File: src/rtl/pipe_hazard_ctrl.sv
// Stall/flush sequencer for the 5-stage pipeline: load-use bubbles, redirect squashes,
// variable-latency data-memory handshake with timeout watchdog and stall-cycle counter.
//
// state     | meaning
// ----------+------------------------------------------------------------
// S_RUN     | normal flow; detects mem op, redirect, load-use each cycle
// S_MEM_WAIT| EX/MEM access outstanding, pipeline frozen until dmem_ack
// S_ERR     | memory timeout; pipeline frozen until reset
module pipe_hazard_ctrl #(
    parameter int MEM_TIMEOUT = 15,
    parameter int CNT_W       = 4
) (
    input  logic        clk,
    input  logic        reset_n,
    input  logic [4:0]  id_rs1,
    input  logic [4:0]  id_rs2,
    input  logic        id_uses_rs1,
    input  logic        id_uses_rs2,
    input  logic [4:0]  id_ex_rd,
    input  logic        id_ex_mem_read,
    input  logic        ex_mem_mem_read,
    input  logic        ex_mem_mem_write,
    input  logic        ex_mem_redirect,
    input  logic        dmem_ack,
    output logic        dmem_req,
    output logic        pc_en,
    output logic        if_id_en,
    output logic        id_ex_en,
    output logic        ex_mem_en,
    output logic        mem_wb_en,
    output logic        if_id_flush,
    output logic        id_ex_flush,
    output logic        ex_mem_flush,
    output logic        mem_err,
    output logic [15:0] stall_cnt
);

    typedef enum logic [1:0] {
        S_RUN      = 2'd0,
        S_MEM_WAIT = 2'd1,
        S_ERR      = 2'd2
    } state_t;

    localparam logic [CNT_W-1:0] WAIT_LAST = CNT_W'(MEM_TIMEOUT - 1);

    state_t           state;
    logic [CNT_W-1:0] wait_cnt;
    logic             mem_op;
    logic             load_use;

    assign mem_op   = ex_mem_mem_read | ex_mem_mem_write;
    assign load_use = id_ex_mem_read && (id_ex_rd != 5'd0) &&
                      ((id_uses_rs1 && (id_rs1 == id_ex_rd)) ||
                       (id_uses_rs2 && (id_rs2 == id_ex_rd)));

    always_comb begin
        pc_en        = 1'b0;
        if_id_en     = 1'b0;
        id_ex_en     = 1'b0;
        ex_mem_en    = 1'b0;
        mem_wb_en    = 1'b0;
        if_id_flush  = 1'b0;
        id_ex_flush  = 1'b0;
        ex_mem_flush = 1'b0;
        if (reset_n) begin
            case (state)
                S_RUN: begin
                    if (!mem_op) begin
                        pc_en     = 1'b1;
                        if_id_en  = 1'b1;
                        id_ex_en  = 1'b1;
                        ex_mem_en = 1'b1;
                        mem_wb_en = 1'b1;
                        if (ex_mem_redirect) begin
                            // redirect wins over load-use: the dependent instruction is squashed anyway
                            if_id_flush  = 1'b1;
                            id_ex_flush  = 1'b1;
                            ex_mem_flush = 1'b1;
                        end else if (load_use) begin
                            pc_en       = 1'b0;
                            if_id_en    = 1'b0;
                            id_ex_flush = 1'b1;
                        end
                    end
                end
                S_MEM_WAIT: begin
                    if (dmem_ack) begin
                        pc_en     = 1'b1;
                        if_id_en  = 1'b1;
                        id_ex_en  = 1'b1;
                        ex_mem_en = 1'b1;
                        mem_wb_en = 1'b1;
                    end
                end
                default: ;
            endcase
        end
    end

    always_ff @(posedge clk or negedge reset_n) begin
        if (!reset_n) begin
            state     <= S_RUN;
            dmem_req  <= 1'b0;
            mem_err   <= 1'b0;
            wait_cnt  <= '0;
            stall_cnt <= 16'd0;
        end else begin
            if ((state != S_ERR) && !pc_en && (stall_cnt != 16'hFFFF))
                stall_cnt <= stall_cnt + 16'd1;
            case (state)
                S_RUN: begin
                    if (mem_op) begin
                        state    <= S_MEM_WAIT;
                        dmem_req <= 1'b1;
                        wait_cnt <= '0;
                    end
                end
                S_MEM_WAIT: begin
                    if (dmem_ack) begin
                        state    <= S_RUN;
                        dmem_req <= 1'b0;
                    end else if (wait_cnt == WAIT_LAST) begin
                        state    <= S_ERR;
                        dmem_req <= 1'b0;
                        mem_err  <= 1'b1;
                    end else begin
                        wait_cnt <= wait_cnt + 1'b1;
                    end
                end
                default: begin
                    state    <= S_ERR;
                    dmem_req <= 1'b0;
                    mem_err  <= 1'b1;
                end
            endcase
        end
    end

endmodule
File: config.mk
export PLATFORM = sky130hd
export DESIGN_NAME = pipe_hazard_ctrl
export DESIGN_NICKNAME = d
export VERILOG_FILES = /design/src/rtl/pipe_hazard_ctrl.sv
export SDC_FILE = /design/constraint.sdc
export NUM_CORES = 1
export LEC_CHECK = 0
export ABC_AREA = 1
export CELL_PAD_IN_SITES_DETAIL_PLACEMENT = 1
export CELL_PAD_IN_SITES_GLOBAL_PLACEMENT = 2
export CORE_MARGIN = 2
export CORE_UTILIZATION = 25
export DETAILED_ROUTE_END_ITERATION = 7
export GPL_TIMING_DRIVEN = 0
export MAX_ROUTING_LAYER = met4
export PLACE_DENSITY = 0.9
export RECOVER_POWER = 25
export SETUP_SLACK_MARGIN = 0.4
export SYNTH_ARGS = -nofsm -noshare
export SYNTH_HDL_FRONTEND = slang
export SYNTH_SLANG_ARGS = --single-unit
export TNS_END_PERCENT = 10
File: constraint.sdc
create_clock -name clk -period 2.1 [get_ports clk]
set_input_delay 0.525 -clock clk [delete_from_list [all_inputs] [get_ports clk]]
set_output_delay 0.525 -clock clk [all_outputs]
set_load 0.05 [all_outputs]
# Word level (Yosys, flattened, before mapping)
# Cells that the tools add are included.
# totals
mem_bits_ro	0
input_bits	24
wordCells	67
regBits	24
memories	0
out_inout_bits	26
ramBits	0
latchBits	0
# op_classes
shifts	0
n_eq_ne	11
n_reduce_logical	14
magnitude_cmp	0
add_sub_neg	2
mux	33
div_mod_pow	0
multipliers	0
bitwise_logic	2
# ops
operator	count
1-bit two-way mux	21
16-bit by 1-bit adder with 16-bit output (second input constant)	1
16-bit != test (second input constant)	1
4-bit two-way mux	3
5-bit equality test	2
2-bit != test (second input constant)	5
1-bit one-hot mux with 2 select lines	4
4-bit one-hot mux with 2 select lines	1
1-bit logical AND	6
2-bit two-way mux	3
5-bit nonzero test	1
4-bit by 1-bit adder with 4-bit output (second input constant)	1
4-bit equality test (second input constant)	1
2-bit one-hot mux with 2 select lines	1
4-bit AND reduction	1
3-bit != test (second input constant)	1
3-bit AND reduction	1
2-bit by 1-bit equality test with 1-bit output (second input constant)	1
2-bit zero test	1
2-bit AND reduction	1
2-bit nonzero test	1
1-bit zero test	1
1-bit logical OR	1
1-bit NOT	1
1-bit OR	1

# Longest topological paths before layout
# Gate-level depths: netlist of the first run.
# logic_depth
ltp_word	12
ltp_mapped	12
depth_no_buf	11

# Least setup slack after synthesis of the first run
# No wires, ideal clock.
# synth_timing
path_kind	register -> output
from	register state[0]
to	output pc_en
t_required_ps	1575
slack_ps	-1277
arrival_ps	2852
stages_incl_launch_ff	9
path_buffers	2
path_cell_list	dfrtp_1 -> nand2_1 -> inv_1 -> nand2_1 -> a21boi_1 -> nand2_4 -> buf_2 -> inv_1 -> buf_4
# synth_between
elab_chain_cells	3
word_cells_on_any_way	4
classes_between	eq/ne (1); mux (2); reduce/logical (1)
# synth_rtl
item	line_no	text
start: declaration	46	state_t state;
start signal: assignment	102	state <= S_RUN;
start signal: assignment	113	state <= S_MEM_WAIT;
start signal: assignment	120	state <= S_RUN;
2-bit by 1-bit equality test with 1-bit output / 2-bit zero test (equally long branches)	n/a	
1-bit one-hot mux with 2 select lines (*)	n/a	
1-bit two-way mux (*)	n/a	
end: declaration	26	output logic pc_en,
# Every way passes the cells marked *; elsewhere a longest branch is shown, timed or not.

# Final worst setup path of the first run
# layout_timing
from	register state[1]
to	output pc_en
# layout_between
elab_chain_cells	3
word_cells_on_any_way	4
classes_between	eq/ne (1); mux (2); reduce/logical (1)
# layout_rtl
item	line_no	text
2-bit by 1-bit equality test with 1-bit output / 2-bit zero test (equally long branches)	66	case (state)
1-bit one-hot mux with 2 select lines (*)	66	
1-bit two-way mux (*)	65	if (reset_n) begin
# Marks and branches as above.

==> results of run 1 <==
-- worst paths after layout --
kind / start / end
max in group asynchronous: reset_n / state[0]$_DFFE_PN0P_
setup / recovery: state[1]$_DFFE_PN0P_ / pc_en
hold / removal: reset_n / stall_cnt[6]$_DFFE_PN0P_
hold reg to reg: mem_err$_DFFE_PN0P_ / mem_err$_DFFE_PN0P_
setup reg to reg: stall_cnt[1]$_DFFE_PN0P_ / stall_cnt[0]$_DFFE_PN0P_
min in group clk: mem_err$_DFFE_PN0P_ / mem_err$_DFFE_PN0P_
-- layer usage --
layer	up-vias	global-route usage (%)	share of wire [%]
li1	894	-	-
met1	854	19.6	45
met2	29	25.9	50
met3	5	1.17	3.0
met4	0	3.90	1.3
met5	-	-	0
-- power by group through the flow --
| stage | logic [mW] | clock network (mW) | registers (mW) |
|---|---|---|---|
| 3_3_place_gp | 0.105 | 0 | 0.457 |
| 2_1_floorplan | 0.0347 | 0 | 0.460 |
| 3_5_place_dp | 0.107 | 0 | 0.457 |
| 4_1_cts | 0.109 | 0.294 | 0.449 |
| 5_1_grt | 0.138 | 0.314 | 0.450 |
| 6_report | 0.123 | 0.289 | 0.449 |
-- cell type report --
cell class                      count  share of cell area (%)
Multi-Input combinational cell    177                    42.3
Sequential cell                    23                    22.4
Timing Repair Buffer               60                    21.5
Inverter                           32                    4.98
Tap cell                           77                    3.72
Buffer                              8                    3.38
Clock buffer                        4                    1.74
-- layout by cell type, fill, tap and decap left out, drive strengths merged --
cell type,count
ha,3
a21boi,1
o31ai,1
nand4,19
clkdlybuf4s15,15
dfrtp,23
inv,31
nor2,24
a21oi,5
buf,47
nand2,86
o22ai,1
or2,1
xnor2,6
clkbuf,5
nand3,13
dlygate4sd2,4
xor2,7
clkinvlp,1
nor3,7
o21ai,2
and3,1
clkdlybuf4s18,1
-- kinds of logic after synthesis --
logic type / after synthesis
and+or+nand+nor: 151
buffers and inverters: 40
DFF: 23
xor gates and xnor gates: 13
AOI/OAI and AO/OA: 10
adders and majority gates: 3
-- flip-flops by register name, indices dropped and copies added, names as in the netlist --
signal     count
wait_cnt       4
stall_cnt     16
mem_err        1
state          2
-- repair_timing --
action | CTS | global route
resized for setup | 220 | 57
buffers inserted | 5 | 6
setup endpoints to repair | 43 | 33
pin swaps | 41 | 25
-- through the flow --
stage	setup TNS, ns	instance area (sq um)	cells	utilization, %	total power [mW]
finish	-0.226	2590	381	40.6	0.861
global route	-0.572	2590	381	40.6	0.902
CTS	-0.223	2430	375	38.1	0.852
detailed placement	-23.72	2280	366	35.6	0.564
global placement	-22.56	2280	366	35.6	0.562
floorplan	-0.788	1690	240	-	0.495
-- critical path: cells and delay by family (launching register included) --
family	cells	cell delay (ns)
buffers and inverters	4	0.42
AO/OA/AOI/OAI	1	0.22
AND/OR/NAND/NOR	3	0.35
flip-flops	1	0.44
==> summary.txt, run 1 <==
Status
  – Status: complete, but fails checks
  – Failing checks: negative setup slack

Clock network
  – Worst-path clk slew: 0.09 ns
  – Insertion delay to the later sink of the worst-skew pair: 0.28 ns
  – H-tree depth: 1
  – TritonCTS clock tree: built
  – CTS sink cnt: 23
  – Total CTS buffers: 3
  – Root Buffer: clkbuf_8
  – Hold_buf cts: 0
  – Clock tree buffer depth: 2

Synthesis
  – Synth Area in XOR/XNOR: between 6 and 7%
  – Synth top cells by count: nand2_1, inv_1, nor2_1
  – Synth top area share: 34.8%
  – Most common cell in the netlist: nand2_1
  – Largest family of logic cells by synthesized area: simple AND/OR/NAND/NOR gates
  – Netlist cell types: 27
  – Adder-Cell Fraction of Synth Area: 2.27%
  – Syn Nets: 267
  – YS warnings: 0
  – Synth async-reset ratio: 100%
  – Mapped Avg Cell Area: roughly 7 sq um
  – Fraction of the mapped netlist area in simple logic gates: 42.1%
  – Post-synthesis mux area share: 0%
  – Synth Area in Compound Gates: 3.40%
  – Mapped cell area: 0.00165 sq mm
  – Gate Count Post-Synth: 240
  – Register bit total from synthesis: 23
  – Synth area leader: dfrtp_1
  – Top cells by area, synth: dfrtp_1, nand2_1, inv_1
  – Top FF cell, synth: dfrtp_1
  – Post-synth EDFFs: 0
  – Post-synthesis sequential area ratio: 34.8%

Global routing
  – Antenna violations before repair: 0
  – Gr usage total: 15.2%
  – First-pass GRT wire length: 8820 um
  – Total grt overflow: 0
  – Pin count of the biggest net entering global routing: 26
  – Vias in the first global route: around 1.9k

Setup path
  – Worst Path Class, Setup: register to output port
  – CP peak stage delay: 0.44 ns
  – Crit-path cells: nor2_2, nand2_2, a21boi_4, nand2_4, buf_8, clkinvlp_4, buf_8, buf_8
  – Setup crit end kind: output port
  – Reg2Reg Depth: 8
  – Reg2Reg Setup Slack: 0.37 ns
  – Startpoint Class: register
  – Worst path required time: ~1.6 ns
  – Arr. time, crit path: 1.70 ns
  – CP max-delay cell: dfrtp_1
  – Critical path peak fanout: 4
  – Worst path most repeated cell: buf_8

Power and ir drop
  – Cell Int Power: 640 uW
  – Sw power: 221 uW
  – Comb pwr share: 14.3%
  – Clk pwr share: 33.6%
  – Static Leak: 1.29 nW
  – Switching part of the total: between 20% and 30%
  – Flop pwr share: 52.1%
  – Pwr dens: between 300 and 400 mW/mm^2
  – VDD IR max: 177 uV

Timing
  – RSZ-0062 raised after global routing: yes
  – Final Max Tran Viols: 0
  – Final WS setup: -0.128 ns
  – Final hold vios: 0
  – Hold slack final: about 0.087 ns
  – Final setup viols: 2
  – Slew of the pin with the lowest slew margin: 0.484 ns
  – Tcrit/Tclk final: 106%
  – Post-route clock skew: 0.00954 ns
  – Tmin final: roughly 2.2 ns
  – Worst slew margin: 67.7%
  – Fmax: around 450 MHz

Finish
  – Antenna cells: 0
  – Layout cell share with drive strength beyond 1: 40.8%
  – Filler instances: 789
  – Nets: 332
  – Multi-input gate area: about 0.0011 sq mm
  – Area growth from synthesis to layout: 56.6%
  – Storage element area: 581 sq um

Die
  – Initial Util: 25.9%
  – Rows: 29
  – I/O Pins: 50
  – Die Y: 85.3 um
  – DIE AREA: 0.00728 sq mm
  – Placeable Area: 0.00639 sq mm
  – Die W: roughly 85 um

Drt
  – Vias: 1782
  – Post-route DRC: 0
  – WL/cell: 13.8 um
  – DRT iter0 DRCs: 34
  – Drt pass-1 iters: 4
  – Via/cell ratio: between 4 and 5
  – Post-Route WL: approximately 5300 um
  – DRT antenna net count: 0

Place
  – Hpwl dp: between 3000 and 4000 um
  – Pre-CTS setup slack: -1.93 ns
  – Placer congestion estimate: 0.807
  – Port Buf Inserts: 49

Job
  – Max cap viols: 0

Min path
  – Hold Crit Class: primary input to asynchronous set/reset pin
Note: power is estimated with default switching activity, not from simulation.
==> inputs of run 2 (changes only) <==
CORE_ASPECT_RATIO = 1.75   (was unset)
==> run 2 against run 1 <==
The flow still finishes with violations (negative setup slack). Routed wire length increased by 5.5%. Power increased by 16%. First-iteration DRC count down 32%. Combinational power increased by 8%. Core utilization up 0.89 points. Sequential power about the same. Clock-buffer cell count is 1 lower. Final area is 3.9% higher. Worst hold slack improved by 0.030 ns. Critical path depth up 5. Cell count grew 1.3%. Critical path type is now primary input to output port. Critical endpoint unchanged. Largest cell class unchanged. Largest power group unchanged. Highest routed layer unchanged.
==> summary.txt, run 2 (synthesized netlist as in run 1, its figures left out) <==
Min path
  – Hold Crit Class: primary input to asynchronous set/reset pin

Die
  – Placeable Area: 0.00649 sq mm
  – Initial Util: 25.5%
  – Rows: 39
  – Die Y: 112 um
  – I/O Pins: 50
  – DIE AREA: about 0.0073 sq mm
  – Die W: 65.5 um

Timing
  – Tcrit/Tclk final: 104%
  – Post-route clock skew: 0.00606 ns
  – Hold slack final: 0.117 ns
  – Slew of the pin with the lowest slew margin: between 0.4 and 0.5 ns
  – Final Max Tran Viols: 0
  – Fmax: 457 MHz
  – Final setup viols: 2
  – Final WS setup: -0.0895 ns
  – Tmin final: 2.19 ns
  – Final hold vios: 0
  – RSZ-0062 raised after global routing: yes
  – Worst slew margin: between 60% and 70%

Finish
  – Antenna cells: 0
  – Commonest non-fill, non-tap cell in the layout: nand2_1
  – Nets: 332
  – Largest Register: stall_cnt
  – Layout cell share with drive strength beyond 1: 44.1%
  – Top Registers: stall_cnt x16, wait_cnt x4, state x2
  – Area growth from synthesis to layout: 62.6%
  – Most used cells in the layout excluding fill and tap cells: nand2_1, nand2_2, inv_1, dfrtp_1, nand4_1
  – Filler instances: 791
  – Finished Layout Cells: about 390
  – Max reg flops: 16

Setup path
  – Startpoint Class: primary input
  – Arr. time, crit path: ~1.7 ns
  – CP peak stage delay: 0.14 ns
  – Critical path peak fanout: 3
  – Reg2Reg Depth: 8
  – RR Endpoint: stall_cnt[14]$_DFFE_PN0P_
  – Crit-path cells: buf_8, inv_4, nand2_1, nand2_1, nor2_1, nand3_1, nand2_2, nand3_2, nand2_4, buf_8, clkinvlp_4, buf_8, buf_8
  – CP max-delay cell: buf_8
  – Top delay family on crit path: simple AND/OR/NAND/NOR gates
  – Setup crit end kind: output port
  – Worst path required time: 1.57 ns
  – Setup crit start: id_ex_rd[3]
  – Worst Path Class, Setup: primary input to output port
  – Critical Path End: pc_en
  – Worst path most repeated cell: buf_8
  – RR Startpoint: stall_cnt[0]$_DFFE_PN0P_
  – Crit path buffers/inverters: 6
  – Reg2Reg Setup Slack: 0.33 ns
  – Crit. path cell count: 13

Drt
  – Post-Route WL: ~5500 um
  – Drt pass-1 iters: 3
  – Via/cell ratio: 4.66
  – WL/cell: 14.3 um
  – Vias: ~1.8k
  – DRT iter0 DRCs: 23
  – Post-route DRC: 0
  – DRT antenna net count: 0

Power and ir drop
  – VDD IR max: 301 uV
  – Static Leak: 1.28 nW
  – Pwr dens: 370 mW/mm^2

Place
  – Placer congestion estimate: approximately 0.9
  – Hpwl dp: 4120 um
  – Pre-CTS setup slack: -1.99 ns
  – Port Buf Inserts: 49
  – Placed cell count: approximately 370

Clock network
  – CTS sink cnt: 23
  – Worst-path clk slew: 0.06 ns
  – Root Buffer: clkbuf_16
  – TritonCTS clock tree: built
  – H-tree depth: 1
  – Clock tree buffer depth: 2
  – Total CTS buffers: 3
  – Insertion delay to the later sink of the worst-skew pair: approximately 0.25 ns

Global routing
  – First-pass GRT wire length: 9110 um
  – Total grt overflow: 0
  – Pin count of the biggest net entering global routing: 26
  – Antenna violations before repair: 0
  – Vias in the first global route: 1988
  – Gr usage total: 16.3%

Status
  – Failing checks: negative setup slack
  – Status: complete, but fails checks

Job
  – Max cap viols: 0
-- run 2: how the worst min path moves through the flow --
| stage | startpoint | to | cells past startpoint |
|---|---|---|---|
| 2_1_floorplan | reset_n | mem_err$_DFFE_PN0P_ | 0 |
| 3_3_place_gp | mem_err$_DFFE_PN0P_ | mem_err$_DFFE_PN0P_ | 1 |
| 3_5_place_dp | mem_err$_DFFE_PN0P_ | mem_err$_DFFE_PN0P_ | 1 |
| 4_1_cts | reset_n | stall_cnt[5]$_DFFE_PN0P_ | 1 |
| 5_1_grt | reset_n | stall_cnt[5]$_DFFE_PN0P_ | 1 |
| 6_report | reset_n | stall_cnt[5]$_DFFE_PN0P_ | 1 |
-- run 2: what timing repair did --
action,4_1_cts,5_1_grt
gates resized for setup,233,54
hold buffers,0,0
pin swaps,36,34
setup endpoints to repair,53,26
buffers inserted,7,4
-- run 2: final cells by class --
type / count / area, sq um / share of cell area [%]
sequential: 23 / 581 / 21.6
tap: 82 / 103 / 3.81
multi-input combinational: 177 / 1090 / 40.7
timing repair buffer: 60 / 611 / 22.7
inverter: 32 / 134 / 4.98
buffer: 8 / 87.6 / 3.26
clock buffer: 3 / 75.1 / 2.79
clock inverter: 1 / 5.00 / 0.186
-- run 2: worst reg2reg max path: cells and delay by family (launching register included) --
family	cells	cell delay, ns
adder cells (fa/ha/maj)	1	0.18
buffers and inverters	1	0.17
flip-flops	1	0.43
AND/OR/NAND/NOR	6	0.92
-- run 2: per-stage QoR --
stage / setup TNS (ns) / power [mW] / utilization, % / area (sq um)
2_1_floorplan: -0.788 / 0.495 / - / 1690
3_5_place_dp: -25.38 / 0.566 / 35.2 / 2280
3_3_place_gp: -24.42 / 0.563 / 35.2 / 2280
4_1_cts: -0.227 / 0.994 / 38.8 / 2520
5_1_grt: -0.431 / 1.05 / 41.4 / 2690
6_report: -0.140 / 0.995 / 41.4 / 2690
-- run 2: power by group --
| group | switching, mW | leakage, nW | internal, mW |
|---|---|---|---|
| registers | 0.00346 | 0.301 | 0.446 |
| clock network | 0.156 | 0.0409 | 0.256 |
| logic | 0.0685 | 0.943 | 0.0646 |
-- run 2: metal layers --
metal / GRT usage (%) / wire (um) / share of wire [%] / vias up
li1: - / - / - / 887
met1: 16.2 / 2030 / 37 / 857
met2: 31.9 / 3210 / 58 / 48
met3: 1.82 / 196 / 3.5 / 6
met4: 4.86 / 99 / 1.8 / 0
met5: - / 0 / 0 / -
